<file path="src/rtl/pkt_capture_writer_if.sv">
// Capture-stream sink and Avalon-MM write-master signals of pkt_capture_writer.
// The master modport is the writer's view; slave is the stream source / memory side.
interface pkt_capture_writer_if #(
   parameter int unsigned N = 32
) ();
   logic [N-1:0] st_data;
   logic         st_valid;
   logic         st_sop;
   logic         st_eop;
   logic         st_ready;
   logic [N-1:0] avm_address;
   logic         avm_write;
   logic [N-1:0] avm_writedata;
   logic         avm_waitrequest;

   modport master (
      input  st_data, st_valid, st_sop, st_eop, avm_waitrequest,
      output st_ready, avm_address, avm_write, avm_writedata
   );

   modport slave (
      output st_data, st_valid, st_sop, st_eop, avm_waitrequest,
      input  st_ready, avm_address, avm_write, avm_writedata
   );
endinterface

</file>
<file path="src/rtl/pkt_capture_writer.sv">
// Captures one packet from the capture stream into a host buffer over Avalon-MM,
// one word per beat, truncating (and flagging overflow) when the buffer fills.
module pkt_capture_writer #(
   parameter int unsigned N = 32
) (
   input  logic                  clk,
   input  logic                  reset,
   input  logic [N-1:0]          ctrl,
   input  logic [N-1:0]          base_addr,
   input  logic [N-1:0]          buf_len,
   pkt_capture_writer_if.master  bus,
   output logic [1:0]            state,
   output logic [N-1:0]          captured_len,
   output logic                  overflow
);
   localparam int unsigned BYTES    = N / 8;
   localparam logic [N-1:0] WORD_INC = N'(BYTES);

   typedef enum logic [2:0] {
      S_IDLE, S_WAIT_SOP, S_FETCH, S_WRITE, S_DRAIN, S_DONE
   } fsm_e;

   fsm_e         state_q, state_d;
   logic         arm_q;
   logic         eop_q;
   logic [N-1:0] base_q, len_q, count_q;
   logic         st_ready_q, avm_write_q;
   logic [N-1:0] avm_address_q, avm_writedata_q;
   logic         st_ready_d, avm_write_d;
   logic [1:0]   state_code_d;

   logic         arm_edge_c, beat_c, take_c, wr_done_c;
   logic [N-1:0] count_inc_c;
   logic         ctrl_unused;

   assign arm_edge_c  = ctrl[2] && !arm_q;
   assign beat_c      = bus.st_valid && st_ready_q;
   // Only the sop beat opens a packet; mid-packet sop is plain data
   assign take_c      = beat_c && ((state_q == S_WAIT_SOP && bus.st_sop) || state_q == S_FETCH);
   assign wr_done_c   = (state_q == S_WRITE) && avm_write_q && !bus.avm_waitrequest;
   assign count_inc_c = count_q + WORD_INC;
   assign ctrl_unused = ^{ctrl[N-1:4], ctrl[1:0]};

   always_ff @(posedge clk) begin
      if (!reset) state_q <= S_IDLE;
      else        state_q <= state_d;
   end

   // Next state plus the next values of the registered handshake/status outputs
   always_comb begin
      state_d      = state_q;
      st_ready_d   = 1'b0;
      avm_write_d  = 1'b0;
      state_code_d = 2'b00;
      case (state_q)
         S_IDLE:     if (arm_edge_c) state_d = (buf_len == '0) ? S_DONE : S_WAIT_SOP;
         S_WAIT_SOP: if (take_c) state_d = S_WRITE;
         S_FETCH:    if (take_c) state_d = S_WRITE;
         S_WRITE: begin
            if (wr_done_c) begin
               if (eop_q)                     state_d = S_DONE;
               else if (count_inc_c == len_q) state_d = S_DRAIN;
               else                           state_d = S_FETCH;
            end
         end
         S_DRAIN:    if (beat_c && bus.st_eop) state_d = S_DONE;
         S_DONE:     if (ctrl[3]) state_d = S_IDLE;
         default:    state_d = S_IDLE;
      endcase
      case (state_d)
         S_WAIT_SOP: begin st_ready_d = 1'b1; state_code_d = 2'b01; end
         S_FETCH:    begin st_ready_d = 1'b1; state_code_d = 2'b10; end
         S_WRITE:    begin avm_write_d = 1'b1; state_code_d = 2'b10; end
         S_DRAIN:    begin st_ready_d = 1'b1; state_code_d = 2'b10; end
         S_DONE:     state_code_d = 2'b11;
         default:    state_code_d = 2'b00;
      endcase
   end

   always_ff @(posedge clk) begin
      if (!reset) begin
         arm_q           <= 1'b0;
         st_ready_q      <= 1'b0;
         avm_write_q     <= 1'b0;
         state           <= 2'b00;
         avm_address_q   <= '0;
         avm_writedata_q <= '0;
         eop_q           <= 1'b0;
         base_q          <= '0;
         len_q           <= '0;
         count_q         <= '0;
         captured_len    <= '0;
         overflow        <= 1'b0;
      end else begin
         arm_q       <= ctrl[2];
         st_ready_q  <= st_ready_d;
         avm_write_q <= avm_write_d;
         state       <= state_code_d;
         if (state_q == S_IDLE && arm_edge_c) begin
            base_q       <= base_addr;
            len_q        <= buf_len;
            count_q      <= '0;
            captured_len <= '0;
            overflow     <= 1'b0;
         end
         // Address and data only move on an accepted beat, so they hold across stalls
         if (take_c) begin
            avm_address_q   <= base_q + count_q;
            avm_writedata_q <= bus.st_data;
            eop_q           <= bus.st_eop;
         end
         if (wr_done_c) begin
            count_q      <= count_inc_c;
            captured_len <= count_inc_c;
            if (!eop_q && count_inc_c == len_q) overflow <= 1'b1;
         end
      end
   end

   assign bus.st_ready      = st_ready_q;
   assign bus.avm_write     = avm_write_q;
   assign bus.avm_address   = avm_address_q;
   assign bus.avm_writedata = avm_writedata_q;
endmodule

</file>
<file path="src/flat_wrapper.sv">
// flat-port wrapper written by rule: the top's interface ports become plain ports
module pkt_capture_writer_flat 
#(
   parameter int unsigned N = 32
)
  (clk, reset, ctrl, base_addr, buf_len, state, captured_len, overflow, bus_st_data, bus_st_valid, bus_st_sop, bus_st_eop, bus_avm_waitrequest, bus_st_ready, bus_avm_address, bus_avm_write, bus_avm_writedata);
  pkt_capture_writer_if #(.N(N)) bus_i ();
  input  logic clk;
  input  logic reset;
  input  logic [N-1:0] ctrl;
  input  logic [N-1:0] base_addr;
  input  logic [N-1:0] buf_len;
  output logic [1:0] state;
  output logic [N-1:0] captured_len;
  output logic overflow;
  input wire logic [$bits(bus_i.st_data)-1:0] bus_st_data;
  input wire logic [$bits(bus_i.st_valid)-1:0] bus_st_valid;
  input wire logic [$bits(bus_i.st_sop)-1:0] bus_st_sop;
  input wire logic [$bits(bus_i.st_eop)-1:0] bus_st_eop;
  input wire logic [$bits(bus_i.avm_waitrequest)-1:0] bus_avm_waitrequest;
  output wire logic [$bits(bus_i.st_ready)-1:0] bus_st_ready;
  output wire logic [$bits(bus_i.avm_address)-1:0] bus_avm_address;
  output wire logic [$bits(bus_i.avm_write)-1:0] bus_avm_write;
  output wire logic [$bits(bus_i.avm_writedata)-1:0] bus_avm_writedata;
  assign bus_i.st_data = bus_st_data;
  assign bus_i.st_valid = bus_st_valid;
  assign bus_i.st_sop = bus_st_sop;
  assign bus_i.st_eop = bus_st_eop;
  assign bus_i.avm_waitrequest = bus_avm_waitrequest;
  assign bus_st_ready = bus_i.st_ready;
  assign bus_avm_address = bus_i.avm_address;
  assign bus_avm_write = bus_i.avm_write;
  assign bus_avm_writedata = bus_i.avm_writedata;
  pkt_capture_writer #(.N(N)) u_core (.clk(clk), .reset(reset), .ctrl(ctrl), .base_addr(base_addr), .buf_len(buf_len), .bus(bus_i), .state(state), .captured_len(captured_len), .overflow(overflow));
endmodule
</file>
<file path="config.mk">
export PLATFORM = sky130hd
export DESIGN_NAME = pkt_capture_writer_flat
export DESIGN_NICKNAME = d
export VERILOG_FILES = /design/src/rtl/pkt_capture_writer_if.sv /design/src/rtl/pkt_capture_writer.sv /design/src/flat_wrapper.sv
export SDC_FILE = /design/constraint.sdc
export NUM_CORES = 1
export LEC_CHECK = 0
export BUFFER_PORTS_ARGS = -buffer_cell sky130_fd_sc_hd__buf_2
export CORE_ASPECT_RATIO = 1.25
export CORE_UTILIZATION = 25
export CTS_CLUSTER_DIAMETER = 120
export DETAILED_ROUTE_END_ITERATION = 8
export GPL_TIMING_DRIVEN = 0
export HOLD_SLACK_MARGIN = 0.12
export PLACE_DENSITY = 0.56
export SETUP_SLACK_MARGIN = 0.3
export SLEW_MARGIN = 5
export SYNTH_ARGS = -nofsm -noshare
export SYNTH_HDL_FRONTEND = slang
export SYNTH_SLANG_ARGS = --single-unit
</file>
<file path="constraint.sdc">
create_clock -name clk -period 7.4 [get_ports clk]
set_input_delay 1.11 -clock clk [delete_from_list [all_inputs] [get_ports clk]]
set_output_delay 1.11 -clock clk [all_outputs]
set_load 0.1 [all_outputs]
</file>
==> flow_summary.yaml <==
yosys:
  synth.yosys.seq_area_share: 0.391
  synth-async-reset-ratio: 0
  yosysWarnings: 0
  synth-edff-count: 0
  cell_count_after_synthesis: 1119
  synth.cell_area_um2: 8610
  ys.flop_type: "dfxtp_1"
  syn_avg_cell_area_um2: 7.70
  ffs_latches_synth: 168
  yosys.cell_types.count: 72
pwr:
  cellLeakagePower_nw: 4.35
  vdd.ir_drop.worst_v: 0.000160
  p_per_area_nw_per_um2: 199
global_routing:
  antenna_violations_before_repair: 1
  grt_max_degree: 17
  met3_grt_util: 0.0317
  grtUsageMet1: 0.205
  groute.usage.overall: 0.178
  first_global_vias: 8391
  grt_use_met2: 0.322
  grt_busiest_layer: "met2"
  overflow: 0
  grt_pass1_wl_um: 47600
critical_path:
  worstReg2RegStart: "u_core.captured_len[2]"
  worst_setup_path_startpoint: "u_core.captured_len[2]"
  crit_path_class: "flop to flop"
  reg2regPathDepth: 10
  type_of_element_launching_the_critical_path: "flop"
  critical_path.max_fanout: 10
  ff_to_ff_setup_slack_ns: 3.82
  regToRegEndpoint: "u_core.state_q[1]"
  critical_path_required_ns: 7.73
  critPathArrivalTime_ns: 3.91
  worstSetupEndpointType: "flop"
  setup.worst_path.end: "u_core.state_q[1]"
floorplan:
  floorplan.die.width_um: 168
  design.die.area_um2: 35200
  initial_utilization: 0.255
  fp.coreArea_um2: 33800
  io_pins: 235
  fp.dieH_um: 210
  row_count: 75
cts:
  postCtsHoldBufs: 0
  cells_resized_by_post_cts_repair: 0
  cts_made_buffers: 17
  htree_levels: 4
  clk_pin_slew_ns: 0.06
  cts.repair_timing.setup_buffer_count: 0
  cts_tree: "built"
  clkSinkCount: 168
  clock_tree.root_cell: "clkbuf_16"
  cts_max_path_bufs: 2
  clk-insertion-delay-late_ns: 0.43
timing:
  max_slew.worst_pin.slew_ns: 0.954
  worst_hold_slack_ns: 0.450
  timing.slew.headroom: 0.364
  clock_skew_ns: 0.00755
  final_hold_viol_count: 0
  achievable-frequency_ghz: 0.279
  finalWorstPathRequiredPeriod_ns: 3.58
  final-setup-viol-count: 0
  timing.final.max_slew_violations: 0
  post-route-period-util: 0.484
  fin_setup_tns_ns: 0
  grt_setup_unrepaired: "no"
final_layout:
  area_growth_from_synthesis_to_layout_pct: 25.1
  n_antenna_cell: 0
  post_route_cells_drive_above_1_share: 0.193
  finish.net_count: 1505
detailed_routing:
  detailroute.via_count: 8713
  drc: 0
  routed_wirelength_um: 31200
  dr.pass1.iters: 5
  detailedRoute.firstIterationViolations: 410
  detail-route-antenna-nets: 0
  wl_per_cell_um: 17.6
  drt-vias-per-instance: 4.91
placed_design:
  port_buffers: 202
  finalWeightedCongestion: 0.880
  hpwl_um: 25100
job:
  drv.max_cap_violation_count: 0
outcome:
  run_status: "finished, final reports clean"
hold_path:
  min-delay-path-class: "flop to flop"
==> per-stage QoR <==
step	area, um^2	setup WS (ns)	std cells	utilization	power (W)
2_1_floorplan	8620	3.66	1120	-	0.00112
3_3_place_gp	10200	3.47	1745	0.301	0.00121
3_5_place_dp	10200	3.45	1745	0.301	0.00121
4_1_cts	10800	3.83	1774	0.319	0.00217
5_1_grt	10800	3.56	1774	0.319	0.00222
6_report	10800	3.82	1774	0.319	0.00214
==> placed cells by master, fill, tap and decap left out, drive strengths merged, types with 4 or more instances in the layout <==
master  count
nor3       25
nand2b      4
or3         9
clkbuf     85
and4        5
ha         30
nand4b      6
nand2     274
dfxtp     168
o31ai       7
nand3      27
a21oi     165
o211ai      9
nand4      16
xnor2      35
and2        7
buf       215
inv        10
nor2b       5
xor2       25
nor4       23
a211oi     12
or4        10
o21a        6
o21ai      36
nand3b      4
and3       10
nor2       54
bufinv      4
a21o        8
a31oi       8
==> area by class of cell <==
cell class	instances	area, um^2
Fill cell	3702	23000
Multi-Input combinational cell	865	4850
Sequential cell	168	3360
Timing Repair Buffer	202	1010
Tap cell	423	529
Clock buffer	21	470
Buffer	77	362
Clock inverter	8	146
Inverter	10	37.5
==> synth_stat cells (5+ instances only) <==
library cell / number / share of area
nand4b_1: 6 / 0.0061
nor3_1: 25 / 0.015
dfxtp_1: 168 / 0.39
nand4_1: 14 / 0.010
xnor2_1: 35 / 0.036
o211ai_1: 9 / 0.0078
nor2b_1: 5 / 0.0036
o21ai_0: 36 / 0.021
or4_1: 9 / 0.0078
buf_4: 5 / 0.0044
nor2_1: 54 / 0.024
ha_1: 30 / 0.044
inv_1: 10 / 0.0044
or3_1: 8 / 0.0058
a21o_1: 7 / 0.0061
nor4_1: 22 / 0.016
and3_1: 10 / 0.0073
a21oi_1: 165 / 0.096
nand3_1: 26 / 0.015
and2_1: 7 / 0.0051
clkbuf_1: 61 / 0.027
nand2_1: 273 / 0.12
xor2_1: 25 / 0.025
o21a_1: 6 / 0.0052
a211oi_1: 12 / 0.010
a31oi_1: 8 / 0.0058
o31ai_1: 7 / 0.0061
==> worst min path at each step <==
stage / start / to / slack, ns / cells after the start
after floorplan: u_core.base_q[0] / u_core.bus.avm_address[0] / 0.43 / 2
after global placement: u_core.bus.avm_address[10] / u_core.bus.avm_address[10] / 0.44 / 2
after detailed placement: u_core.bus.avm_address[19] / u_core.bus.avm_address[19] / 0.44 / 2
after CTS: u_core.bus.avm_address[19] / u_core.bus.avm_address[19] / 0.45 / 2
after global routing: u_core.bus.avm_address[15] / u_core.bus.avm_address[15] / 0.46 / 2
final: u_core.bus.avm_address[19] / u_core.bus.avm_address[19] / 0.45 / 2
==> routing by layer <==
| metal | vias to the layer above | routed length (um) |
|---|---|---|
| met3 | 44 | 1330 |
| met1 | 4089 | 13100 |
| met5 | - | 0 |
| li1 | 4378 | - |
| met4 | 0 | 911 |
| met2 | 202 | 15900 |
==> registers in the layout (all words and copies together) (netlist names), 2 cells and up <==
name	count
u_core.state_q	3
u_core.bus.avm_address	32
u_core.bus.avm_writedata	32
u_core.state	2
u_core.len_q	32
u_core.base_q	32
u_core.captured_len	30
==> logic make-up after synthesis <==
group	after synthesis	share of synthesized area
muxes	4	0.00494
xor gates and xnor gates	60	0.0610
and+or+nand+nor	487	0.263
DFF	168	0.391
AOI/OAI and AO/OA	282	0.191
adders and majority gates	30	0.0436
buffers and inverters	87	0.0463
other	1	0.000435
==> where the power goes <==
group          internal [W]  switching (W)  leakage, nW
registers          0.000932      0.0000166         1.36
clock network      0.000586       0.000368        0.301
logic             0.0000787       0.000163         2.69
total               0.00160       0.000547         4.35
==> worst max-delay path, cell delays in order (launching register included) <==
cell and delay [ns]:
dfxtp_1 0.52, ha_1 0.31, nand3_2 0.13, or3_1 0.44, buf_6 0.17, nor2_1 0.31, a21oi_1 0.16, or4_1 0.62
nor4_2 0.47, a21oi_1 0.16, and2_1 0.19
No activity file was read; power rests on OpenSTA's default activity.
